==> src/rtl/enet_nios_bus_pkg.sv <==
// enet_nios_bus_pkg
// Shared types and constants for the Ethernet controller register-bus arbiter:
// the chip-select sequencer state encoding, the width of its cycle counter,
// and the legal range of the programmable setup/strobe/hold counts.
package enet_nios_bus_pkg;

    localparam int unsigned CNT_W   = 4;
    localparam int unsigned CYC_MIN = 1;
    localparam int unsigned CYC_MAX = 15;

    typedef enum logic [1:0] {
        IDLE   = 2'd0,
        SETUP  = 2'd1,
        STROBE = 2'd2,
        HOLD   = 2'd3
    } state_e;

endpackage

==> src/rtl/enet_nios_rr_arb2.sv <==
// enet_nios_rr_arb2
// Two-input round-robin selector. With one requester active it wins; with both
// active the one that did not win last time wins. The last winner is only
// recorded when grant_en_i allows a grant to be taken.
// Ports:
//   clk, rst        clock, asynchronous active-high reset
//   req_i[1:0]      request per requester
//   grant_en_i      the consumer is able to accept a grant this cycle
//   grant_valid_c   some requester is asking (combinational)
//   grant_idx_c     index of the winning requester (combinational)
module enet_nios_rr_arb2 (
    input  logic       clk,
    input  logic       rst,
    input  logic [1:0] req_i,
    input  logic       grant_en_i,
    output logic       grant_valid_c,
    output logic       grant_idx_c
);

    logic last_grant_q;

    // Winner selection: a lone requester wins, a tie goes to the other one.
    always_comb begin
        grant_valid_c = |req_i;
        if (req_i == 2'b11) begin
            grant_idx_c = ~last_grant_q;
        end else begin
            grant_idx_c = req_i[1];
        end
    end

    // Reset to 1 so requester 0 wins the first tie.
    always_ff @(posedge clk or posedge rst) begin
        if (rst) begin
            last_grant_q <= 1'b1;
        end else if (grant_en_i && grant_valid_c) begin
            last_grant_q <= grant_idx_c;
        end
    end

endmodule

==> src/rtl/enet_nios_bus_arbiter.sv <==
// enet_nios_bus_arbiter
// Shares the external Ethernet controller register bus between the Nios data
// master (requester 0) and the packet DMA engine (requester 1). The winner's
// command is latched in IDLE and one asynchronous chip-select cycle is run:
// SETUP (cs_n low, address valid), STROBE (rd_n or wr_n low), HOLD (strobes
// high). A one-cycle ack goes to the winner in the last HOLD cycle.
// Ports:
//   clk, aclr            clock, asynchronous active-high reset
//   req/we[1:0]          per-requester request and direction (1 = write)
//   addr, wdata          requester n at [n*W +: W]
//   ack[1:0], rdata      completion pulse and last read data
//   enet_cs_n/rd_n/wr_n  active-low chip select and strobes
//   enet_addr/dout/doe   address, write data and output enable to the pads
//   enet_din             read data from the pads
module enet_nios_bus_arbiter #(
    parameter int unsigned ADDR_W     = 4,
    parameter int unsigned DATA_W     = 16,
    parameter int unsigned SETUP_CYC  = 1,
    parameter int unsigned STROBE_CYC = 3,
    parameter int unsigned HOLD_CYC   = 1
) (
    input  logic                clk,
    input  logic                aclr,
    input  logic [1:0]          req,
    input  logic [1:0]          we,
    input  logic [2*ADDR_W-1:0] addr,
    input  logic [2*DATA_W-1:0] wdata,
    output logic [1:0]          ack,
    output logic [DATA_W-1:0]   rdata,
    output logic                enet_cs_n,
    output logic                enet_rd_n,
    output logic                enet_wr_n,
    output logic [ADDR_W-1:0]   enet_addr,
    output logic [DATA_W-1:0]   enet_dout,
    output logic                enet_doe,
    input  logic [DATA_W-1:0]   enet_din
);

    import enet_nios_bus_pkg::*;

    if (SETUP_CYC < CYC_MIN || SETUP_CYC > CYC_MAX) begin : g_bad_setup
        $error("enet_nios_bus_arbiter: SETUP_CYC must be in 1..15");
    end
    if (STROBE_CYC < CYC_MIN || STROBE_CYC > CYC_MAX) begin : g_bad_strobe
        $error("enet_nios_bus_arbiter: STROBE_CYC must be in 1..15");
    end
    if (HOLD_CYC < CYC_MIN || HOLD_CYC > CYC_MAX) begin : g_bad_hold
        $error("enet_nios_bus_arbiter: HOLD_CYC must be in 1..15");
    end

    // Counter reload values: each timed state lasts N cycles, counting N-1..0.
    localparam logic [CNT_W-1:0] SETUP_LD  = CNT_W'(SETUP_CYC - 1);
    localparam logic [CNT_W-1:0] STROBE_LD = CNT_W'(STROBE_CYC - 1);
    localparam logic [CNT_W-1:0] HOLD_LD   = CNT_W'(HOLD_CYC - 1);

    state_e             state_q;
    logic [CNT_W-1:0]   cnt_q;
    logic               win_q;
    logic               we_q;
    logic [1:0]         ack_q;
    logic [DATA_W-1:0]  rdata_q;
    logic               cs_n_q;
    logic               rd_n_q;
    logic               wr_n_q;
    logic [ADDR_W-1:0]  addr_q;
    logic [DATA_W-1:0]  dout_q;
    logic               doe_q;

    logic               grant_valid_c;
    logic               grant_idx_c;
    logic [ADDR_W-1:0]  sel_addr_c;
    logic [DATA_W-1:0]  sel_wdata_c;
    logic [1:0]         win_onehot_c;

    enet_nios_rr_arb2 u_arb (
        .clk           (clk),
        .rst           (aclr),
        .req_i         (req),
        .grant_en_i    (state_q == IDLE),
        .grant_valid_c (grant_valid_c),
        .grant_idx_c   (grant_idx_c)
    );

    // Command of the requester that wins this cycle.
    always_comb begin
        sel_addr_c   = grant_idx_c ? addr[2*ADDR_W-1:ADDR_W]  : addr[ADDR_W-1:0];
        sel_wdata_c  = grant_idx_c ? wdata[2*DATA_W-1:DATA_W] : wdata[DATA_W-1:0];
        win_onehot_c = {win_q, ~win_q};
    end

    // Chip-select sequencer. Pin registers are loaded for the state being
    // entered, so each pin level lines up with the state it belongs to.
    always_ff @(posedge clk or posedge aclr) begin
        if (aclr) begin
            state_q <= IDLE;
            cnt_q   <= '0;
            win_q   <= 1'b0;
            we_q    <= 1'b0;
            ack_q   <= '0;
            rdata_q <= '0;
            cs_n_q  <= 1'b1;
            rd_n_q  <= 1'b1;
            wr_n_q  <= 1'b1;
            addr_q  <= '0;
            dout_q  <= '0;
            doe_q   <= 1'b0;
        end else begin
            ack_q <= '0;
            unique case (state_q)
                IDLE: begin
                    if (grant_valid_c) begin
                        state_q <= SETUP;
                        cnt_q   <= SETUP_LD;
                        win_q   <= grant_idx_c;
                        we_q    <= we[grant_idx_c];
                        addr_q  <= sel_addr_c;
                        dout_q  <= sel_wdata_c;
                        doe_q   <= we[grant_idx_c];
                        cs_n_q  <= 1'b0;
                    end
                end
                SETUP: begin
                    if (cnt_q == '0) begin
                        state_q <= STROBE;
                        cnt_q   <= STROBE_LD;
                        rd_n_q  <= we_q;
                        wr_n_q  <= ~we_q;
                    end else begin
                        cnt_q <= cnt_q - CNT_W'(1);
                    end
                end
                STROBE: begin
                    if (cnt_q == '0) begin
                        state_q <= HOLD;
                        cnt_q   <= HOLD_LD;
                        rd_n_q  <= 1'b1;
                        wr_n_q  <= 1'b1;
                        // rd_n is still low at this edge, so enet_din is settled.
                        if (!we_q) begin
                            rdata_q <= enet_din;
                        end
                        // A single HOLD cycle is also the last one.
                        if (HOLD_LD == '0) begin
                            ack_q <= win_onehot_c;
                        end
                    end else begin
                        cnt_q <= cnt_q - CNT_W'(1);
                    end
                end
                HOLD: begin
                    if (cnt_q == '0) begin
                        state_q <= IDLE;
                        cs_n_q  <= 1'b1;
                        doe_q   <= 1'b0;
                    end else begin
                        cnt_q <= cnt_q - CNT_W'(1);
                        if (cnt_q == CNT_W'(1)) begin
                            ack_q <= win_onehot_c;
                        end
                    end
                end
                default: state_q <= IDLE;
            endcase
        end
    end

    assign ack       = ack_q;
    assign rdata     = rdata_q;
    assign enet_cs_n = cs_n_q;
    assign enet_rd_n = rd_n_q;
    assign enet_wr_n = wr_n_q;
    assign enet_addr = addr_q;
    assign enet_dout = dout_q;
    assign enet_doe  = doe_q;

endmodule

==> config.mk <==
export PLATFORM = sky130hd
export DESIGN_NAME = enet_nios_bus_arbiter
export DESIGN_NICKNAME = d
export VERILOG_FILES = /design/src/rtl/enet_nios_bus_pkg.sv /design/src/rtl/enet_nios_rr_arb2.sv /design/src/rtl/enet_nios_bus_arbiter.sv
export SDC_FILE = /design/constraint.sdc
export NUM_CORES = 1
export LEC_CHECK = 0
export CAP_MARGIN = 0
export CORE_MARGIN = 1
export CORE_UTILIZATION = 38
export CTS_BUF_LIST = sky130_fd_sc_hd__clkbuf_8 sky130_fd_sc_hd__clkbuf_16
export CTS_CLUSTER_DIAMETER = 80
export DETAILED_ROUTE_END_ITERATION = 6
export PLACE_DENSITY_LB_ADDON = 0.12
export RECOVER_POWER = 100
export SLEW_MARGIN = 10
export SYNTH_ARGS = -nofsm -noshare
export SYNTH_HDL_FRONTEND = slang
export SYNTH_SLANG_ARGS = --single-unit
==> constraint.sdc <==
create_clock -name clk -period 1.8 [get_ports clk]
set_input_delay 0.36 -clock clk [delete_from_list [all_inputs] [get_ports clk]]
set_output_delay 0.36 -clock clk [all_outputs]
set_load 0.005 [all_outputs]
==> flow_summary_export.csv, run 1 <==
group,metric,value,unit
final_layout,multi_input_comb_area,1050,um^2
setup_path,critPathLaunchType,"flop",
setup_path,startpoint,"enet_rd_n$_DFFE_PP1P_",
final_layout,num-nets-final,391,
timing,slew_of_the_pin_with_the_lowest_slew_margin,1110,ps
detailed_routing,first_pass_iters,4,
die,floorplan.die.width,82.0,um
synthesis,post_synth_instance_area,2430,um^2
placed_design,numPortBuffers,103,
timing,worst_slack,69.8,ps
final_layout,final_area,3720,um^2
power_and_ir_drop,p_switching,1.89,mW
detailed_routing,drt-initial-drc-count,90,
final_layout,areaGrowthSynthToFinish,52.9,%
timing,period_minus_ws_final,1730,ps
setup_path,reg2reg_from,"state_q[1]$_DFFE_PP0P_",
synthesis,post-synth-top-area-fraction,48.3,%
final_layout,finalCoreUtilization,61.4,%
timing,hold_viol,0,
setup_path,worst_r2r_path_depth,7,
detailed_routing,drt-wirelength-per-cell,13.9,um
synthesis,synth_seq_area_share,52.6,%
synthesis,synth_compound_area_share,12.2,%
setup_path,timing.critical_path.to,"enet_rd_n",
power_and_ir_drop,p_int,3.68,mW
cts,cts-root-to-sink-buffers,2,
global_routing,grt_remaining_overflow,0,
final_layout,layout.filler_cells,520,
cts,cts-buffers-inserted,5,
timing,finalSetupViolCount,0,
cts,cts_hold_repair.buffers,0,
placed_design,placed_standard_cell_area,3670,um^2
setup_path,critical_path_class,"reg2out",
synthesis,synth_cell_types,37,
synthesis,syn-instance-count,204,
power_and_ir_drop,leakage,1.64,nW
final_layout,post_route_cells_drive_above_1_share,13.6,%
global_routing,first_global_vias,1920,
synthesis,yosysTopAreaCell,"sky130_fd_sc_hd__dfrtp_1",
timing,final.hold.worst_slack,476,ps
synthesis,synth-warning-count,0,
synthesis,synth.ff_latch_count,51,
setup_path,cp-end-kind,"output port",
setup_path,critical_path_cell_count,1,
global_routing,grt_max_degree,52,
die,coreArea,6060,um^2
run,cap_violations,0,
detailed_routing,final_antenna_net_count,0,
setup_path,critPathTopFamily,"flip-flops",
cts,clkSlewWorstSetupHoldPaths,90,ps
setup_path,crit_slowest_cell,"sky130_fd_sc_hd__dfstp_2",
timing,fin_crit_sh,96.1,%
setup_path,crit-reg2reg-capture,"cnt_q[0]$_DFFE_PP0P_",
final_layout,leading_cell_type_in_the_layout_fill_and_taps_excluded,"sky130_fd_sc_hd__clkdlybuf4s50_1",
synthesis,post_synth_mux_area_share,18.5,%
setup_path,rrSetupSlack,130,ps
synthesis,synth.avg_cell_area,11.9,um^2
setup_path,crit_chain,"clkdlybuf4s50_1",
power_and_ir_drop,power_frac_clock,12.0,%
detailed_routing,viasPerCell,4.92,
setup_path,critical_path_required,1440,ps
synthesis,combinational_family_with_the_most_area_after_synthesis,"multiplexers",
global_routing,grt_usage,17.6,%
power_and_ir_drop,totalPowerFinal,5.57,mW
power_and_ir_drop,power.share.combinational,51.7,%
final_layout,layout_common_cells,"64 x sky130_fd_sc_hd__clkdlybuf4s50_1, 47 x sky130_fd_sc_hd__dfrtp_1, 39 x sky130_fd_sc_hd__dlygate4sd3_1",
setup_path,timing.critical_path.buf_inv,1,
final_layout,final-seq-area,1280,um^2
power_and_ir_drop,power.sequential.fraction,36.3,%
die,std_cell_rows,28,
power_and_ir_drop,vdd.ir_drop.worst,0.800,mV
timing,tns,0,ps
cts,cts-root-buf,"sky130_fd_sc_hd__clkbuf_8",
global_routing,wire_length_of_the_first_global_routing_pass,8.88,mm
placed_design,post-place-ws,-171,ps
synthesis,syn-num-nets,273,
timing,achievable_freq,0.578,GHz
die,floorplan.initialDensity,40.2,%
timing,worst_slew_margin_rel,25.7,%
timing,grt_setup_unrepaired,"false",
cts,clk-insertion-delay-late,300,ps
final_layout,antennaDiodeCount,0,
synthesis,yosys-top-cells-area,"sky130_fd_sc_hd__dfrtp_1 48%, sky130_fd_sc_hd__mux2i_1 8.6%, sky130_fd_sc_hd__mux2_4 6.2%",
cts,cts_tree,"built",
detailed_routing,detailroute.via_count,1957,
placed_design,dp_cells,388,
synthesis,synthSimpleGateAreaFrac,9.61,%
cts,cts_sinks,51,
power_and_ir_drop,switching_share,34.0,%
hold_path,worstHoldPathType,"reg2reg",
detailed_routing,wirelength,5.52,mm
power_and_ir_drop,power_density,1500,nW/um^2
final_layout,post_layout_cell_count,398,
synthesis,xor_xnor_portion_of_the_synthesized_cell_area,0,%
detailed_routing,drc,0,
placed_design,hpwlAfterDp,4.15,mm
setup_path,path_max_fanout,3,
die,die_y,82.0,um
global_routing,antenna_found_initial,0,
timing,finalMaxSlewViolations,0,
status,run_status,"finished clean",
timing,finClkSkew,4.97,ps
die,num_io_pins,104,
setup_path,slowest_stage_delay_on_critical_path,550,ps
synthesis,synth-adder-area-share,3.60,%
setup_path,worst_ep_arrival_time,1370,ps
placed_design,gp_congestion,0.760,
die,design.die.area,6730,um^2
cts,h_tree_level_count,2,
==> synth_stat cells <==
cell and number:
sky130_fd_sc_hd__o221a_2 1, sky130_fd_sc_hd__clkbuf_1 5, sky130_fd_sc_hd__o21ai_1 1, sky130_fd_sc_hd__a2111oi_0 2, sky130_fd_sc_hd__a21boi_2 1, sky130_fd_sc_hd__nand2b_1 2, sky130_fd_sc_hd__nor2_1 5, sky130_fd_sc_hd__a22o_1 3
sky130_fd_sc_hd__buf_4 2, sky130_fd_sc_hd__mux2i_1 21, sky130_fd_sc_hd__o21ai_0 21, sky130_fd_sc_hd__a21oi_1 3, sky130_fd_sc_hd__nand3b_1 2, sky130_fd_sc_hd__nand2_1 23, sky130_fd_sc_hd__nor3_1 2, sky130_fd_sc_hd__nor3b_1 1
sky130_fd_sc_hd__mux2_4 10, sky130_fd_sc_hd__a21o_1 2, sky130_fd_sc_hd__o22ai_1 1, sky130_fd_sc_hd__inv_1 9, sky130_fd_sc_hd__nand4bb_1 1, sky130_fd_sc_hd__dfrtp_1 47, sky130_fd_sc_hd__a221oi_1 1, sky130_fd_sc_hd__or3b_2 2
sky130_fd_sc_hd__nor3b_4 1, sky130_fd_sc_hd__nor4_1 3, sky130_fd_sc_hd__ha_1 7, sky130_fd_sc_hd__o31ai_1 3, sky130_fd_sc_hd__mux2_2 8, sky130_fd_sc_hd__dfstp_2 4, sky130_fd_sc_hd__o21ai_2 1, sky130_fd_sc_hd__buf_6 1
sky130_fd_sc_hd__a31oi_1 3, sky130_fd_sc_hd__buf_2 1, sky130_fd_sc_hd__nand3_4 1, sky130_fd_sc_hd__o22a_1 2, sky130_fd_sc_hd__a32oi_1 1
==> cell type report <==
type	instances	area share, %
inverter	9	0.907
timing repair buffer	120	31.6
multi-input combinational	135	28.1
sequential	51	34.4
clock buffer	6	2.22
tap	75	2.52
clock inverter	2	0.235
==> metal layers <==
layer | GRT usage, % | up-vias | wire length [um]
met2 | 28.6 | 69 | 2630
met1 | 21.7 | 910 | 2400
met3 | 5.89 | 8 | 427
met5 | 0 | - | 0
li1 | - | 970 | -
met4 | 5.96 | 0 | 62
==> sequential cells by signal, summed over array words and instances (netlist names) <==
signal,count
ack,2
rdata,16
we_q,1
win_q,1
enet_dout,16
cnt_q,4
state_q,2
u_arb.last_grant_q,1
enet_doe,1
enet_wr_n,1
enet_rd_n,1
enet_cs_n,1
enet_addr,4
==> power groups by stage <==
stage          logic [mW]  clock network, mW  registers, mW
2_1_floorplan        1.56                  0           2.09
3_3_place_gp         3.12                  0           2.06
3_5_place_dp         3.18                  0           2.08
4_1_cts              3.20              0.702           2.06
5_1_grt              3.22              0.745           2.11
6_report             2.88              0.669           2.02
==> worst min path at each step <==
| stage | from | to | cells after the start |
|---|---|---|---|
| 2_1_floorplan | req[0] | u_arb.last_grant_q$_DFFE_PP1P_ | 1 |
| 5_1_grt | enet_dout[12]$_DFFE_PP0P_ | enet_dout[12]$_DFFE_PP0P_ | 2 |
| 4_1_cts | aclr | rdata[15]$_DFFE_PP0P_ | 3 |
| 3_5_place_dp | enet_dout[2]$_DFFE_PP0P_ | enet_dout[2]$_DFFE_PP0P_ | 2 |
| 6_report | enet_dout[2]$_DFFE_PP0P_ | enet_dout[2]$_DFFE_PP0P_ | 2 |
| 3_3_place_gp | enet_dout[6]$_DFFE_PP0P_ | enet_dout[6]$_DFFE_PP0P_ | 2 |
==> cells by family after synthesis <==
logic type / Yosys count
buffers and inverters: 18
DFF: 51
muxes: 39
AOI/OAI and AO/OA: 46
and+or+nand+nor: 43
adders and majority gates: 7
==> what timing repair did <==
item / CTS / global route
endpoints found under the setup margin: 2 / 20
pin swaps: 0 / 1
setup buffers: 0 / 2
hold endpoints to repair: 0 / 0
gates resized for setup: 1 / 4
(Power assumes the default switching activity.)
==> inputs of run 2 (changes only) <==
Settings changed: PLACE_DENSITY set to 0.76, PLACE_DENSITY_LB_ADDON 0.12 to unset.
==> flow_summary_export.csv, run 2 (synthesis results as in run 1) <==
group,metric,value,unit
detailed_routing,final_antenna_net_count,0,
die,floorplan.die.width,82.0,um
setup_path,slowest_stage_delay_on_critical_path,570,ps
die,design.die.area,6730,um^2
final_layout,post_layout_cell_count,401,
setup_path,reg2reg_from,"state_q[0]$_DFFE_PP0P_",
global_routing,wire_length_of_the_first_global_routing_pass,8.79,mm
power_and_ir_drop,power_density,1480,nW/um^2
cts,clk-insertion-delay-late,300,ps
setup_path,crit_chain,"clkdlybuf4s50_1",
power_and_ir_drop,power.share.combinational,50.9,%
cts,cts_tree,"built",
cts,cts-root-buf,"sky130_fd_sc_hd__clkbuf_8",
global_routing,grt_max_degree,27,
placed_design,post-place-ws,-65.7,ps
final_layout,areaGrowthSynthToFinish,53.0,%
setup_path,rrSetupSlack,90,ps
final_layout,layout_common_cells,"63 x sky130_fd_sc_hd__clkdlybuf4s50_1, 47 x sky130_fd_sc_hd__dfrtp_1, 40 x sky130_fd_sc_hd__dlygate4sd3_1",
setup_path,critical_path_class,"reg2out",
setup_path,startpoint,"enet_wr_n$_DFFE_PP1P_",
timing,slew_of_the_pin_with_the_lowest_slew_margin,655,ps
power_and_ir_drop,power.sequential.fraction,36.8,%
setup_path,timing.critical_path.to,"enet_wr_n",
setup_path,critical_path_cell_count,1,
power_and_ir_drop,vdd.ir_drop.worst,0.782,mV
setup_path,worst_r2r_path_depth,5,
placed_design,hpwlAfterDp,4.06,mm
placed_design,numPortBuffers,103,
die,num_io_pins,104,
timing,period_minus_ws_final,1730,ps
detailed_routing,wirelength,5.31,mm
die,floorplan.initialDensity,40.2,%
final_layout,antennaDiodeCount,0,
timing,grt_setup_unrepaired,"false",
placed_design,dp_cells,392,
setup_path,path_max_fanout,3,
timing,finalMaxSlewViolations,0,
hold_path,worstHoldPathType,"reg2reg",
detailed_routing,detailroute.via_count,1981,
power_and_ir_drop,power_frac_clock,12.3,%
global_routing,grt_usage,17.2,%
timing,achievable_freq,0.578,GHz
detailed_routing,drt-wirelength-per-cell,13.2,um
power_and_ir_drop,p_switching,1.87,mW
run,cap_violations,0,
setup_path,worst_ep_arrival_time,1370,ps
placed_design,gp_congestion,0.759,
status,run_status,"finished clean",
global_routing,grt_remaining_overflow,0,
cts,cts_hold_repair.buffers,0,
cts,cts_sinks,51,
setup_path,critical_path_required,1440,ps
detailed_routing,drc,0,
cts,clkSlewWorstSetupHoldPaths,90,ps
timing,finalSetupViolCount,0,
timing,hold_viol,0,
detailed_routing,viasPerCell,4.94,
final_layout,num-nets-final,394,
die,std_cell_rows,28,
global_routing,antenna_found_initial,0,
cts,cts-root-to-sink-buffers,2,
global_routing,first_global_vias,2029,
timing,fin_crit_sh,96.2,%
setup_path,critPathTopFamily,"flip-flops",
setup_path,timing.critical_path.buf_inv,1,
setup_path,cp-end-kind,"output port",
timing,worst_slew_margin_rel,56.3,%
detailed_routing,first_pass_iters,4,
setup_path,crit-reg2reg-capture,"state_q[1]$_DFFE_PP0P_",
power_and_ir_drop,p_int,3.65,mW
cts,h_tree_level_count,2,
timing,worst_slack,69.2,ps
detailed_routing,drt-initial-drc-count,80,
final_layout,leading_cell_type_in_the_layout_fill_and_taps_excluded,"sky130_fd_sc_hd__clkdlybuf4s50_1",
setup_path,critPathLaunchType,"flop",
die,die_y,82.0,um
power_and_ir_drop,leakage,1.64,nW
timing,finClkSkew,7.09,ps
final_layout,post_route_cells_drive_above_1_share,13.8,%
setup_path,crit_slowest_cell,"sky130_fd_sc_hd__dfstp_1",
power_and_ir_drop,switching_share,33.9,%
cts,cts-buffers-inserted,5,
die,coreArea,6060,um^2
==> run 2: cell types whose count changed in the layout (fill, tap and decap cells not counted), moves of 2 or more <==
cell	before	now
sky130_fd_sc_hd__clkbuf_1	1	4
sky130_fd_sc_hd__clkbuf_2	1	3
sky130_fd_sc_hd__nor3b_2	0	2
sky130_fd_sc_hd__buf_2	2	0
==> run 2: final cells by class <==
| type | instances | area, um^2 |
|---|---|---|
| repair buffers | 123 | 1170 |
| inverters | 9 | 33.8 |
| multi-input cells | 135 | 1050 |
| fillers | 525 | 2340 |
| clock buffers | 6 | 82.6 |
| clock inverters | 2 | 12.5 |
| flip-flops and latches | 51 | 1280 |
| well taps | 75 | 93.8 |
==> run 2: metal layers <==
metal | vias to the layer above | GRT usage, % | share of wire [%]
met1 | 941 | 20.7 | 42
met2 | 66 | 28.6 | 50
li1 | 970 | - | -
met3 | 4 | 6.00 | 7.6
met4 | 0 | 5.79 | 1.0
met5 | - | 0 | 0
==> run 2: timing repair <==
action	CTS	global route
buffers inserted	0	1
endpoints found under the setup margin	0	18
gates resized for setup	0	4
==> run 2: power by group through the flow <==
stage                     Sequential (mW)  Clock [mW]  Combinational [mW]
after floorplan                      2.09           0                1.56
after global placement               2.07           0                3.09
after detailed placement             2.09           0                3.15
after CTS                            2.07       0.709                3.16
after global routing                 2.12       0.743                3.15
final                                2.03       0.680                2.81
==> run 2: how the worst min path moves through the flow <==
stage	start	endpoint	slack, ps	cells after the start
floorplan	req[0]	u_arb.last_grant_q$_DFFE_PP1P_	430	1
global placement	enet_dout[15]$_DFFE_PP0P_	enet_dout[15]$_DFFE_PP0P_	460	2
detailed placement	enet_dout[2]$_DFFE_PP0P_	enet_dout[2]$_DFFE_PP0P_	470	2
CTS	aclr	enet_addr[1]$_DFFE_PP0P_	310	2
global route	enet_addr[3]$_DFFE_PP0P_	enet_addr[3]$_DFFE_PP0P_	510	2
finish	enet_dout[13]$_DFFE_PP0P_	enet_dout[13]$_DFFE_PP0P_	480	2
==> run 2: stage by stage <==
step	setup TNS (ps)	hold WS (ps)	util, %	total power [mW]	instance area [um^2]
floorplan	0	433	-	3.65	2440
global placement	-102	461	61.0	5.16	3700
detailed placement	-515	469	61.0	5.24	3700
CTS	0	314	62.6	5.95	3790
global route	0	509	61.5	6.01	3720
finish	0	482	61.5	5.53	3720
==> RTL edit: new RTL, config.mk and constraints of run 1 <==
Re-encode `state_e` (4 states) as Gray code, 2 bits wide.
--- a/src/rtl/enet_nios_bus_pkg.sv
+++ b/src/rtl/enet_nios_bus_pkg.sv
@@ -10,8 +10,8 @@
 
     typedef enum logic [1:0] {
-        IDLE   = 2'd0,
-        SETUP  = 2'd1,
-        STROBE = 2'd2,
-        HOLD   = 2'd3
+        IDLE   = 2'b00,
+        SETUP  = 2'b01,
+        STROBE = 2'b11,
+        HOLD   = 2'b10
     } state_e;
 
Function: same outputs for any inputs over 10 cycles, from zero or initial values; not proved beyond that.
==> RTL edit against run 1 <==
- first-iteration DRC count down 8.9%
- area after synthesis shrank 1.8%
- setup slack gained 8.3 ps
- global-route usage increased by 0.13 points
- cell area increased by 0.37%
- routed wire length decreased by 2.6%
- clock power up 43%
- via count decreased by 10%
- sequential share of layout area is 0.13 points lower
- hold slack got worse by 4.3 ps
- sequential cell count did not move
- total power fell by 3.1%
- final cell count fell by 8.0%
==> RTL edit: results <==
metrics = {
    "worst_hold_path": {
        "hold_end": "ack[0]$_DFF_PP0_",
        "hp-start": "win_q$_DFFE_PP0P_",
    },
    "grt": {
        "grt_pass1_wl_mm": 8.77,
        "use_met2": 0.264,
        "grt_usage": 0.177,
        "grtUsageMet3": 0.0607,
    },
    "place": {
        "dp_hpwl_mm": 3.95,
        "gp_congestion": 0.777,
    },
    "critical_path": {
        "setup.worst_path.end": "rdata[5]$_DFFE_PP0P_",
        "slowest_delay_ps": 420,
        "crit_slowest_cell": "dfrtp_1",
        "crit_arrival_ps": 1920,
        "cp_top_family": "simple AND/OR/NAND/NOR gates",
        "reg2regPathDepth": 6,
        "r2r_slack_ps": 80,
    },
    "synthesis": {
        "ys_types": 35,
        "synth_fp_nets": 235,
        "synth_area_leaders": "dfrtp_1, mux2_2, mux2_4",
        "synthAdderAreaFrac": 0.0105,
    },
    "drt": {
        "firstDrtPassIters": 5,
        "vias": 1755,
        "routed_wl_mm": 5.38,
        "drt-initial-drc-count": 82,
    },
    "power": {
        "p_seq_frac": 0.378,
        "power_mw": 5.40,
        "pg_clk_mw": 0.956,
        "swShare": 0.282,
        "p_leak_nw": 1.58,
        "vdd_drop_max_uv": 730,
    },
    "final_layout": {
        "drive_above_1_share": 0.309,
        "n_fill_cell": 481,
    },
    "sta": {
        "tightest_slew_ps": 692,
    },
    "status": {
        "outcome": "completed",
    },
}
## RTL edit: area by class of cell
class / count / share of cell area
inverter: 6 / 0.00603
tap: 75 / 0.0251
clock buffer: 5 / 0.0184
sequential: 51 / 0.343
timing repair buffer: 120 / 0.311
clock inverter: 3 / 0.0181
multi-input combinational: 106 / 0.278
## RTL edit: through the flow
stage	cell area [um^2]	hold slack [ps]	worst slack (ps)	utilization	instances
after CTS	3760	415	23.9	0.627	366
after floorplan	2400	425	20.2	-	171
after global placement	3620	449	-178	0.604	358
after detailed placement	3620	455	-173	0.604	358
after global routing	3740	481	12.7	0.624	366
final	3740	471	78.1	0.624	366
## RTL edit: metal layers
metal / vias up / routed length [um]
met1: 845 / 2440
met3: 5 / 386
met2: 53 / 2510
met4: 0 / 44
li1: 852 / -
met5: - / 0
## RTL edit: what timing repair did
item                       CTS  global route
pin swaps                    0             0
setup endpoints to repair    4            15
setup buffers                0             0
gates resized for setup      1             1
